--- src/rtl/s10077_emu_pkg.sv ---
// Shared types and widths for the S10077 linear image sensor responder model.
package s10077_emu_pkg;

  localparam int PIX_W = 11;
  localparam int VID_W = 12;
  localparam int FRM_W = 8;
  localparam int DLY_W = 8;

  typedef enum logic [2:0] {
    IDLE,
    INTEG,
    DELAY,
    READOUT,
    EOS_ST
  } state_e;

endpackage

--- src/rtl/s10077_emu_sync_edge.sv ---
// Two-flop synchronizer plus delay flop for one asynchronous drive input.
// The edge pulses are registered, and level_o is aligned with them.
module sync_edge (
  input  logic clk_i,
  input  logic rst_ni,
  input  logic d_i,
  output logic level_o,
  output logic rise_o,
  output logic fall_o
);

  logic meta_q;
  logic sync_q;
  logic dly_q;
  logic rise_q;
  logic fall_q;

  always_ff @(posedge clk_i or negedge rst_ni) begin
    if (!rst_ni) begin
      meta_q <= 1'b0;
      sync_q <= 1'b0;
      dly_q  <= 1'b0;
      rise_q <= 1'b0;
      fall_q <= 1'b0;
    end else begin
      meta_q <= d_i;
      sync_q <= meta_q;
      dly_q  <= sync_q;
      rise_q <= sync_q & ~dly_q;
      fall_q <= ~sync_q & dly_q;
    end
  end

  // dly_q holds the synchronized level from the same cycle the edge pulse was computed in.
  assign level_o = dly_q;
  assign rise_o  = rise_q;
  assign fall_o  = fall_q;

endmodule

--- src/rtl/s10077_emu.sv ---
// S10077 sensor responder: turns SENSOR_CLK/ST drive into EOC/EOS strobes,
// pixel index, test-pattern video and a completed-frame counter.
module s10077_emu
  import s10077_emu_pkg::*;
#(
  parameter int PIXELS    = 1024,
  parameter int START_DLY = 48
) (
  input  logic             fpgaClk_i,
  input  logic             fpgaRst_ni,
  input  logic             sensorClk_i,
  input  logic             st_i,
  output logic             eoc_o,
  output logic             eos_o,
  output logic [PIX_W-1:0] pixIdx_o,
  output logic [VID_W-1:0] video_o,
  output logic [FRM_W-1:0] frameCnt_o,
  output logic             overrun_o
);

  logic sclkLvl, sclkRise, sclkFall;
  logic stLvl, stRise, stFall;
  logic unusedSigs;

  state_e            state_q, state_d;
  logic [DLY_W-1:0]  dlyCnt_q, dlyCnt_d;
  logic [PIX_W-1:0]  pixIdx_q, pixIdx_d;
  logic [FRM_W-1:0]  frameCnt_q, frameCnt_d;
  logic [VID_W-1:0]  video_q;
  logic              eoc_q, eoc_d;
  logic              eos_q, eos_d;
  logic              overrun_q;

  sync_edge uSclk (
    .clk_i  (fpgaClk_i),
    .rst_ni (fpgaRst_ni),
    .d_i    (sensorClk_i),
    .level_o(sclkLvl),
    .rise_o (sclkRise),
    .fall_o (sclkFall)
  );

  sync_edge uSt (
    .clk_i  (fpgaClk_i),
    .rst_ni (fpgaRst_ni),
    .d_i    (st_i),
    .level_o(stLvl),
    .rise_o (stRise),
    .fall_o (stFall)
  );

  assign unusedSigs = sclkLvl ^ stFall;

  always_ff @(posedge fpgaClk_i or negedge fpgaRst_ni) begin
    if (!fpgaRst_ni) begin
      state_q    <= IDLE;
      dlyCnt_q   <= '0;
      pixIdx_q   <= '0;
      frameCnt_q <= '0;
      video_q    <= '0;
      eoc_q      <= 1'b0;
      eos_q      <= 1'b0;
      overrun_q  <= 1'b0;
    end else begin
      state_q    <= state_d;
      dlyCnt_q   <= dlyCnt_d;
      pixIdx_q   <= pixIdx_d;
      frameCnt_q <= frameCnt_d;
      video_q    <= VID_W'(pixIdx_d) + VID_W'({frameCnt_d, 4'b0000});
      eoc_q      <= eoc_d;
      eos_q      <= eos_d;
      overrun_q  <= stRise && (state_q != IDLE);
    end
  end

  // All scan progress happens on sensor rises; ST is judged by its level at that rise.
  always_comb begin
    state_d    = state_q;
    dlyCnt_d   = dlyCnt_q;
    pixIdx_d   = pixIdx_q;
    frameCnt_d = frameCnt_q;
    eoc_d      = eoc_q;
    eos_d      = eos_q;

    if (sclkFall) begin
      eoc_d = 1'b0;
    end

    if (sclkRise) begin
      case (state_q)
        IDLE: begin
          if (stLvl) state_d = INTEG;
        end
        INTEG: begin
          if (!stLvl) begin
            state_d  = DELAY;
            dlyCnt_d = DLY_W'(1);
          end
        end
        DELAY: begin
          if (dlyCnt_q == DLY_W'(START_DLY)) begin
            pixIdx_d = '0;
            eoc_d    = 1'b1;
            state_d  = READOUT;
          end else begin
            dlyCnt_d = dlyCnt_q + DLY_W'(1);
          end
        end
        READOUT: begin
          if (pixIdx_q == PIX_W'(PIXELS - 1)) begin
            eoc_d   = 1'b0;
            eos_d   = 1'b1;
            state_d = EOS_ST;
          end else begin
            pixIdx_d = pixIdx_q + PIX_W'(1);
            eoc_d    = 1'b1;
          end
        end
        EOS_ST: begin
          eos_d      = 1'b0;
          frameCnt_d = frameCnt_q + FRM_W'(1);
          state_d    = stLvl ? INTEG : IDLE;
        end
        default: state_d = IDLE;
      endcase
    end
  end

  assign eoc_o      = eoc_q;
  assign eos_o      = eos_q;
  assign pixIdx_o   = pixIdx_q;
  assign video_o    = video_q;
  assign frameCnt_o = frameCnt_q;
  assign overrun_o  = overrun_q;

endmodule

--- config.mk ---
export PLATFORM = sky130hd
export DESIGN_NAME = s10077_emu
export DESIGN_NICKNAME = d
export VERILOG_FILES = /design/src/rtl/s10077_emu_pkg.sv /design/src/rtl/s10077_emu_sync_edge.sv /design/src/rtl/s10077_emu.sv
export SDC_FILE = /design/constraint.sdc
export NUM_CORES = 1
export LEC_CHECK = 0
export ABC_AREA = 1
export CELL_PAD_IN_SITES_DETAIL_PLACEMENT = 1
export CELL_PAD_IN_SITES_GLOBAL_PLACEMENT = 1
export CORE_ASPECT_RATIO = 0.7
export CORE_MARGIN = 2
export CORE_UTILIZATION = 37
export CTS_CLUSTER_SIZE = 25
export DETAILED_ROUTE_END_ITERATION = 8
export GPL_ROUTABILITY_DRIVEN = 0
export PLACE_DENSITY_LB_ADDON = 0.3
export SKIP_CTS_REPAIR_TIMING = 1
export SYNTH_ARGS = -nofsm -noshare
export SYNTH_HDL_FRONTEND = slang
export SYNTH_SLANG_ARGS = --single-unit
--- constraint.sdc ---
create_clock -name fpgaClk_i -period 2.65 [get_ports fpgaClk_i]
set_input_delay 0.3975 -clock fpgaClk_i [delete_from_list [all_inputs] [get_ports fpgaClk_i]]
set_output_delay 0.3975 -clock fpgaClk_i [all_outputs]
set_load 0.01 [all_outputs]
==> impl_results.md, run 1 <==
* Top_reg_cell synth: dfrtp_1
* Pre-CTS WS at -0.135 ns
* Dpl cells at 465
* Tot Pwr at 2.27 mW
* Largest net degree at the start of global routing at 19
* CP endpoint kind: flip-flop
* Critical R2R Launch: video_o[1]
* Slew HR at 71.0%
* Final TNS setup at -0.0137 ns
* Max Clock Skew at 0.00807 ns
* Met2 wire length at 3150 µm
* Worst VDD drop at 0.406 mV
* Non-filler cells, final at 480
* Root buffer cell: clkbuf_8
* Critical path arrival at 2.88 ns
* RSZ-0062 raised after global routing: yes
* Site row count at 25
* Worst-margin pin slew at 0.435 ns
* Async S/R FF share, synth at 100%
* Vias in the first global route at 2274
* Met3 WL at 220 µm
* Fill cell count at 818
* Final instance area at 3560 µm²
* Max_cap viols at 0
* CP Launch Type: flip-flop
* Synth top area share at 47.2%
* I/O pin count at 38
* Synth area leaders: dfrtp_1 (47%), nand2_1 (8.8%), inv_1 (6.1%)
* Worst Path Required at 2.86 ns
* IO Port Bufs at 37
* Status: finished with violations
* DP Area at 3300 µm²
* Clk Latency, worst-skew pair at 0.31 ns
* Wire length per cell at 15.3 µm
* Power share of the clock group at 21.4%
* Sw frac at 36.6%
* N_diodes at 0
* Slew Limit Fails at 0
* Die Wd at 105 µm
* Post-Syn Instances at 313
* # clock sinks at 50
* Total core area at 6850 µm²
* Ys Warns at 0
* Wl on met1 at 3890 µm
* GRT overflow at 0
* Setup ws final at -0.0137 ns
* Post-layout min period at 2.66 ns
* Flops & latches, synth at 50
* Worst reg2reg path depth at 20
* Post-synthesis sequential area ratio at 47.2%
* NetSw at 0.832 mW
* Total wire length at 7320 µm
* Synth unique cells at 34
* Seq pwr share at 42.8%
* Vias post-DR at 2362
* Die Span Y at 74.8 µm
* R2R Setup Slk at -0.01 ns
* WS Path Type: reg -> reg
* Syn avg cell area at 8.47 µm²
* Reg clk slew, reported paths at 0.10 ns
* EDFF count, synth at 0
* P_leak at 1.71 nW
* DRC viols at 0
* DR vias/cell at 4.92
* GRT Total Usage at 19.2%
* Detail Placement HPWL at 5670 µm
* Initial antenna violation count at 0
* Finished Core Util at 51.9%
* Top Layer Used: met4
* Post-route ant nets at 0
* Period utilisation layout at 101%
* P per Cell Area at 639 nW/µm²
* Share of cells above drive strength 1 at 24.1%
* Synthesized cell area at 2650 µm²
* H-tree Lvls at 2
* Min Hold Slack at 0.0122 ns
* Starting Density at 38.7%
* Area growth syn-to-layout at 34.1%
* Worst Hold Class: in -> async
* Final #Nets at 400
* Peak Freq at 375 MHz
* First drt pass iteration count at 4
* Combinational Power Share at 35.8%
* Violations in the final reports: negative setup slack
* CTS tree: yes
* Hold Vio Cnt, Final at 0
* Crit path max fanout at 3
* R2R Path End: video_o[11]
* Synth Net Count at 328
* First-pass GRT wire length at 11600 µm
* CTS buffer count at 5
* Leading area contributor after synthesis: dfrtp_1
* Drt first-iter violations at 64
* Die area at 7870 µm²
* Setup-failing EPs final at 1
* Cell Int Power at 1.44 mW
* Longest Clk Path Bufs at 2
cell type report:
type	instances	area, µm²	area share, %
clock buffer	6	82.6	2.32
tap	94	118	3.31
clock inverter	2	17.5	0.493
multi-input combinational	210	1290	36.4
timing repair buffer	69	606	17.0
sequential	50	1250	35.2
inverter	49	186	5.24
power by group through the flow:
stage	registers [mW]	logic [mW]	clock network (mW)
2_1_floorplan	1.01	0.404	0
3_3_place_gp	0.983	0.770	0
3_5_place_dp	0.987	0.797	0
4_1_cts	0.973	0.802	0.504
5_1_grt	0.990	0.905	0.529
6_report	0.973	0.814	0.485
flip-flops by register name, summed over array words and instances (netlist names), 3 cells and up:
name,flops
frameCnt_o,8
state_q,3
video_o,12
dlyCnt_q,8
pixIdx_o,7
critical path: stages, from the launching register on:
cell and delay (ns):
dfrtp_1 0.41, ha_2 0.20, nand2_2 0.09, nor2_4 0.05, nand3_2 0.09, nor2_4 0.05, inv_2 0.09, nand2_4 0.06
nor2_4 0.15, nand3_2 0.10, nor2_1 0.13, nor2_1 0.06, a31oi_2 0.25, ha_4 0.26, a21o_1 0.18, nand2_1 0.07
nand2_2 0.08, nand2_1 0.08, nand2_1 0.05, nand3_1 0.06, nand2_1 0.05
logic make-up after synthesis:
logic type	after synthesis	synth area share, %
xor gates and xnor gates	9	2.97
AOI/OAI and AO/OA	36	7.74
DFF	50	47.2
adders and majority gates	11	5.47
and+or+nand+nor	154	28.6
buffers and inverters	53	8.07
placed cells by master, fill, tap and decap left out, drive strengths merged:
cell type      netlist  final
inv                 48     48
or2                  1      1
a21o                 1      1
nor3                 7      7
o21ai               15     15
o21a                 1      1
a211oi               1      1
o32ai                1      1
xor2                 7      7
o22ai                2      2
a21boi               2      2
buf                  4     33
dfrtp               50     50
nand3               36     36
clkinv               1      3
a21oi               11     11
a32o                 1      1
clkdlybuf4s50        0     36
xnor2                2      2
nor3b                2      2
nand4                3      3
nor2                33     33
ha                  10     10
a31oi                1      1
nand2               72     72
clkbuf               0      6
fa                   1      1
per-layer routing:
metal / global-route usage (%) / up-vias
met1: 29.3 / 1169
met5: 0 / -
met2: 28.2 / 38
li1: - / 1150
met4: 5.33 / 0
met3: 3.46 / 5
cell usage after synthesis (all sizes together) (2+ instances only):
library cell   n
a21boi         2
nor3b          2
inv           48
a21oi         11
o21ai         15
xor2           7
nand3         36
buf            4
nand4          3
nor3           7
ha            10
xnor2          2
nand2         72
o22ai          2
nor2          33
dfrtp         50
worst max path at each step:
stage | startpoint | endpoint | slack [ns] | cells past startpoint
2_1_floorplan | video_o[0] | video_o[10] | 0.002 | 20
3_3_place_gp | dlyCnt_q[1] | video_o[10] | -0.02 | 19
3_5_place_dp | video_o[0] | video_o[11] | -0.14 | 20
4_1_cts | video_o[1] | video_o[11] | -0.18 | 20
5_1_grt | video_o[1] | video_o[11] | -0.16 | 20
6_report | video_o[1] | video_o[11] | -0.01 | 20
Power figures use the tool's default switching activity.
==> inputs of run 2 (changes only) <==
clock period = 2.38 ns   (was 2.65 ns; I/O delays follow)
==> impl_results.md, run 2 (synthesis gave the netlist of run 1 again) <==
* Setup-failing EPs final at 5 (was 1)
* Final #Nets at 430 (was 400)
* Root buffer cell: clkbuf_8 (unchanged)
* GRT overflow at 0 (unchanged)
* Worst reg2reg path depth at 20 (unchanged)
* # clock sinks at 50 (unchanged)
* Worst Hold Class: in -> async (unchanged)
* Worst Path Required at 2.60 ns (was 2.86 ns)
* Most frequent CP cell: nand2_1 (unchanged)
* Critical path's largest stage delay at 0.44 ns (was 0.41 ns)
* Critical R2R Launch: video_o[1] (unchanged)
* Setup crit end: video_o[10] (was video_o[11])
* Cell-by-cell trace of the critical path: ha_4 > nand2_4 > nor2_4 > nand3_2 > nor2_4 > inv_2 > nand2_2 > nor2_2 > nand3_1 > nor2_1 > nor2_1 > a31oi_1 > ha_1 > buf_4 > a21oi_2 > o21ai_1 > nand2_1 > nand2_1 > nand2_1 > nand2_1 (was ha_2 > nand2_2 > nor2_4 > nand3_2 > nor2_4 > inv_2 > nand2_4 > nor2_4 > nand3_2 > nor2_1 > nor2_1 > a31oi_2 > ha_4 > a21o_1 > nand2_1 > nand2_2 > nand2_1 > nand2_1 > nand3_1 > nand2_1)
* CTS buffer count at 5 (unchanged)
* P_leak at 1.89 nW (was 1.71 nW)
* Detail Placement HPWL at 6060 µm (was 5670 µm)
* First drt pass iteration count at 4 (unchanged)
* Largest net degree at the start of global routing at 50 (was 19)
* DP Area at 3560 µm² (was 3300 µm²)
* Critical path depth at 20 (unchanged)
* Crit path buf inv count at 2 (was 1)
* GRT Total Usage at 21.1% (was 19.2%)
* Initial antenna violation count at 0 (unchanged)
* Final instance area at 3790 µm² (was 3560 µm²)
* Max Clock Skew at 0.00973 ns (was 0.00807 ns)
* DR vias/cell at 4.93 (was 4.92)
* RSZ-0062 raised after global routing: yes (unchanged)
* CTS tree: yes (unchanged)
* Crit path max fanout at 4 (was 3)
* Critical path's top delay family: simple AND/OR/NAND/NOR gates (unchanged)
* Worst-margin pin slew at 0.383 ns (was 0.435 ns)
* Die area at 7870 µm² (unchanged)
* WS Path Type: reg -> reg (unchanged)
* Vias in the first global route at 2625 (was 2274)
* Die Wd at 105 µm (unchanged)
* First-pass GRT wire length at 12600 µm (was 11600 µm)
* Starting Density at 38.7% (unchanged)
* Drt first-iter violations at 80 (was 64)
* Peak Freq at 364 MHz (was 375 MHz)
* Worst VDD drop at 0.495 mV (was 0.406 mV)
* Post-layout min period at 2.74 ns (was 2.66 ns)
* Multi-input gate area in the final layout at 1280 µm² (was 1290 µm²)
* Share of cells above drive strength 1 at 29.1% (was 24.1%)
* Commonest non-fill, non-tap cells in the layout: nand2_1 (60), buf_4 (60), dfrtp_1 (49), inv_1 (40), clkdlybuf4s50_1 (36) (was nand2_1 (60), dfrtp_1 (50), inv_1 (41), clkdlybuf4s50_1 (36), buf_4 (32))
* N_diodes at 0 (unchanged)
* Fill cell count at 814 (was 818)
* DRC viols at 0 (unchanged)
* Total core area at 6850 µm² (unchanged)
* Total wire length at 8330 µm (was 7320 µm)
* CP endpoint kind: flip-flop (unchanged)
* CP Launch Type: flip-flop (unchanged)
* Violations in the final reports: negative setup slack (unchanged)
* Wire length per cell at 16.3 µm (was 15.3 µm)
* Max_cap viols at 0 (unchanged)
* CP max-delay cell: dfrtp_2 (was dfrtp_1)
* Finished Core Util at 55.3% (was 51.9%)
* I/O pin count at 38 (unchanged)
* Post-route ant nets at 0 (unchanged)
* Slew Limit Fails at 0 (unchanged)
* Site row count at 25 (unchanged)
* Register area at 1250 µm² (about the same)
* Final TNS setup at -1.47 ns (was -0.0137 ns)
* Setup ws final at -0.365 ns (was -0.0137 ns)
* R2R Path End: video_o[10] (was video_o[11])
* Period utilisation layout at 115% (was 101%)
* P per Cell Area at 763 nW/µm² (was 639 nW/µm²)
* Critical path arrival at 2.96 ns (was 2.88 ns)
* Longest Clk Path Bufs at 2 (unchanged)
* Hold Vio Cnt, Final at 0 (unchanged)
* Crit path launch: video_o[1] (unchanged)
* Max FFs per register at 12 (unchanged)
* Status: finished with violations (unchanged)
* Die Span Y at 74.8 µm (unchanged)
* Vias post-DR at 2513 (was 2362)
* Clk Latency, worst-skew pair at 0.32 ns (was 0.31 ns)
* IO Port Bufs at 37 (unchanged)
* Area growth syn-to-layout at 43.0% (was 34.1%)
* Slew HR at 74.3% (was 71.0%)
* Reg clk slew, reported paths at 0.10 ns (about the same)
* H-tree Lvls at 2 (unchanged)
* R2R Setup Slk at -0.36 ns (was -0.01 ns)
-- run 2: per-stage QoR --
| step | std cells | hold WS, ns | worst slack (ns) | total power [mW] |
|---|---|---|---|---|
| global placement | 492 | 0.158 | -0.108 | 2.12 |
| finish | 510 | 0.358 | -0.365 | 2.89 |
| floorplan | 313 | 0.0614 | -0.156 | 1.58 |
| CTS | 500 | -0.185 | -0.324 | 2.82 |
| global route | 510 | 0.354 | -0.490 | 3.06 |
| detailed placement | 492 | 0.161 | -0.304 | 2.17 |
-- run 2: power by group --
group	total, mW	leakage [nW]	internal (mW)	switching [mW]
registers	1.08	0.661	0.972	0.108
clock network	0.620	0.0585	0.315	0.304
logic	1.19	1.17	0.574	0.618
-- run 2: per-layer routing --
| metal | routed length, µm | part of all wire (%) | vias up | GRT usage [%] |
|---|---|---|---|---|
| met5 | 0 | 0 | - | 0 |
| met4 | 61 | 0.73 | 0 | 4.44 |
| met3 | 355 | 4.3 | 5 | 4.59 |
| met2 | 3950 | 47 | 46 | 36.9 |
| met1 | 3960 | 48 | 1253 | 27.7 |
| li1 | - | - | 1209 | - |
-- run 2: how the worst min path moves through the flow --
| stage | startpoint | to | cells past startpoint |
|---|---|---|---|
| after detailed placement | fpgaRst_ni | uSclk.sync_q | 1 |
| final | fpgaRst_ni | uSclk.sync_q | 2 |
| after floorplan | fpgaRst_ni | dlyCnt_q[0] | 0 |
| after global routing | fpgaRst_ni | uSclk.sync_q | 2 |
| after global placement | fpgaRst_ni | uSclk.sync_q | 1 |
| after CTS | fpgaRst_ni | uSclk.sync_q | 1 |
-- run 2: final cells by class --
class / instances / share of cell area (%)
Timing Repair Buffer: 99 / 22.3
Multi-Input combinational cell: 210 / 33.7
Clock inverter: 3 / 1.16
Sequential cell: 50 / 33.0
Inverter: 49 / 4.92
Clock buffer: 5 / 1.82
Tap cell: 94 / 3.10
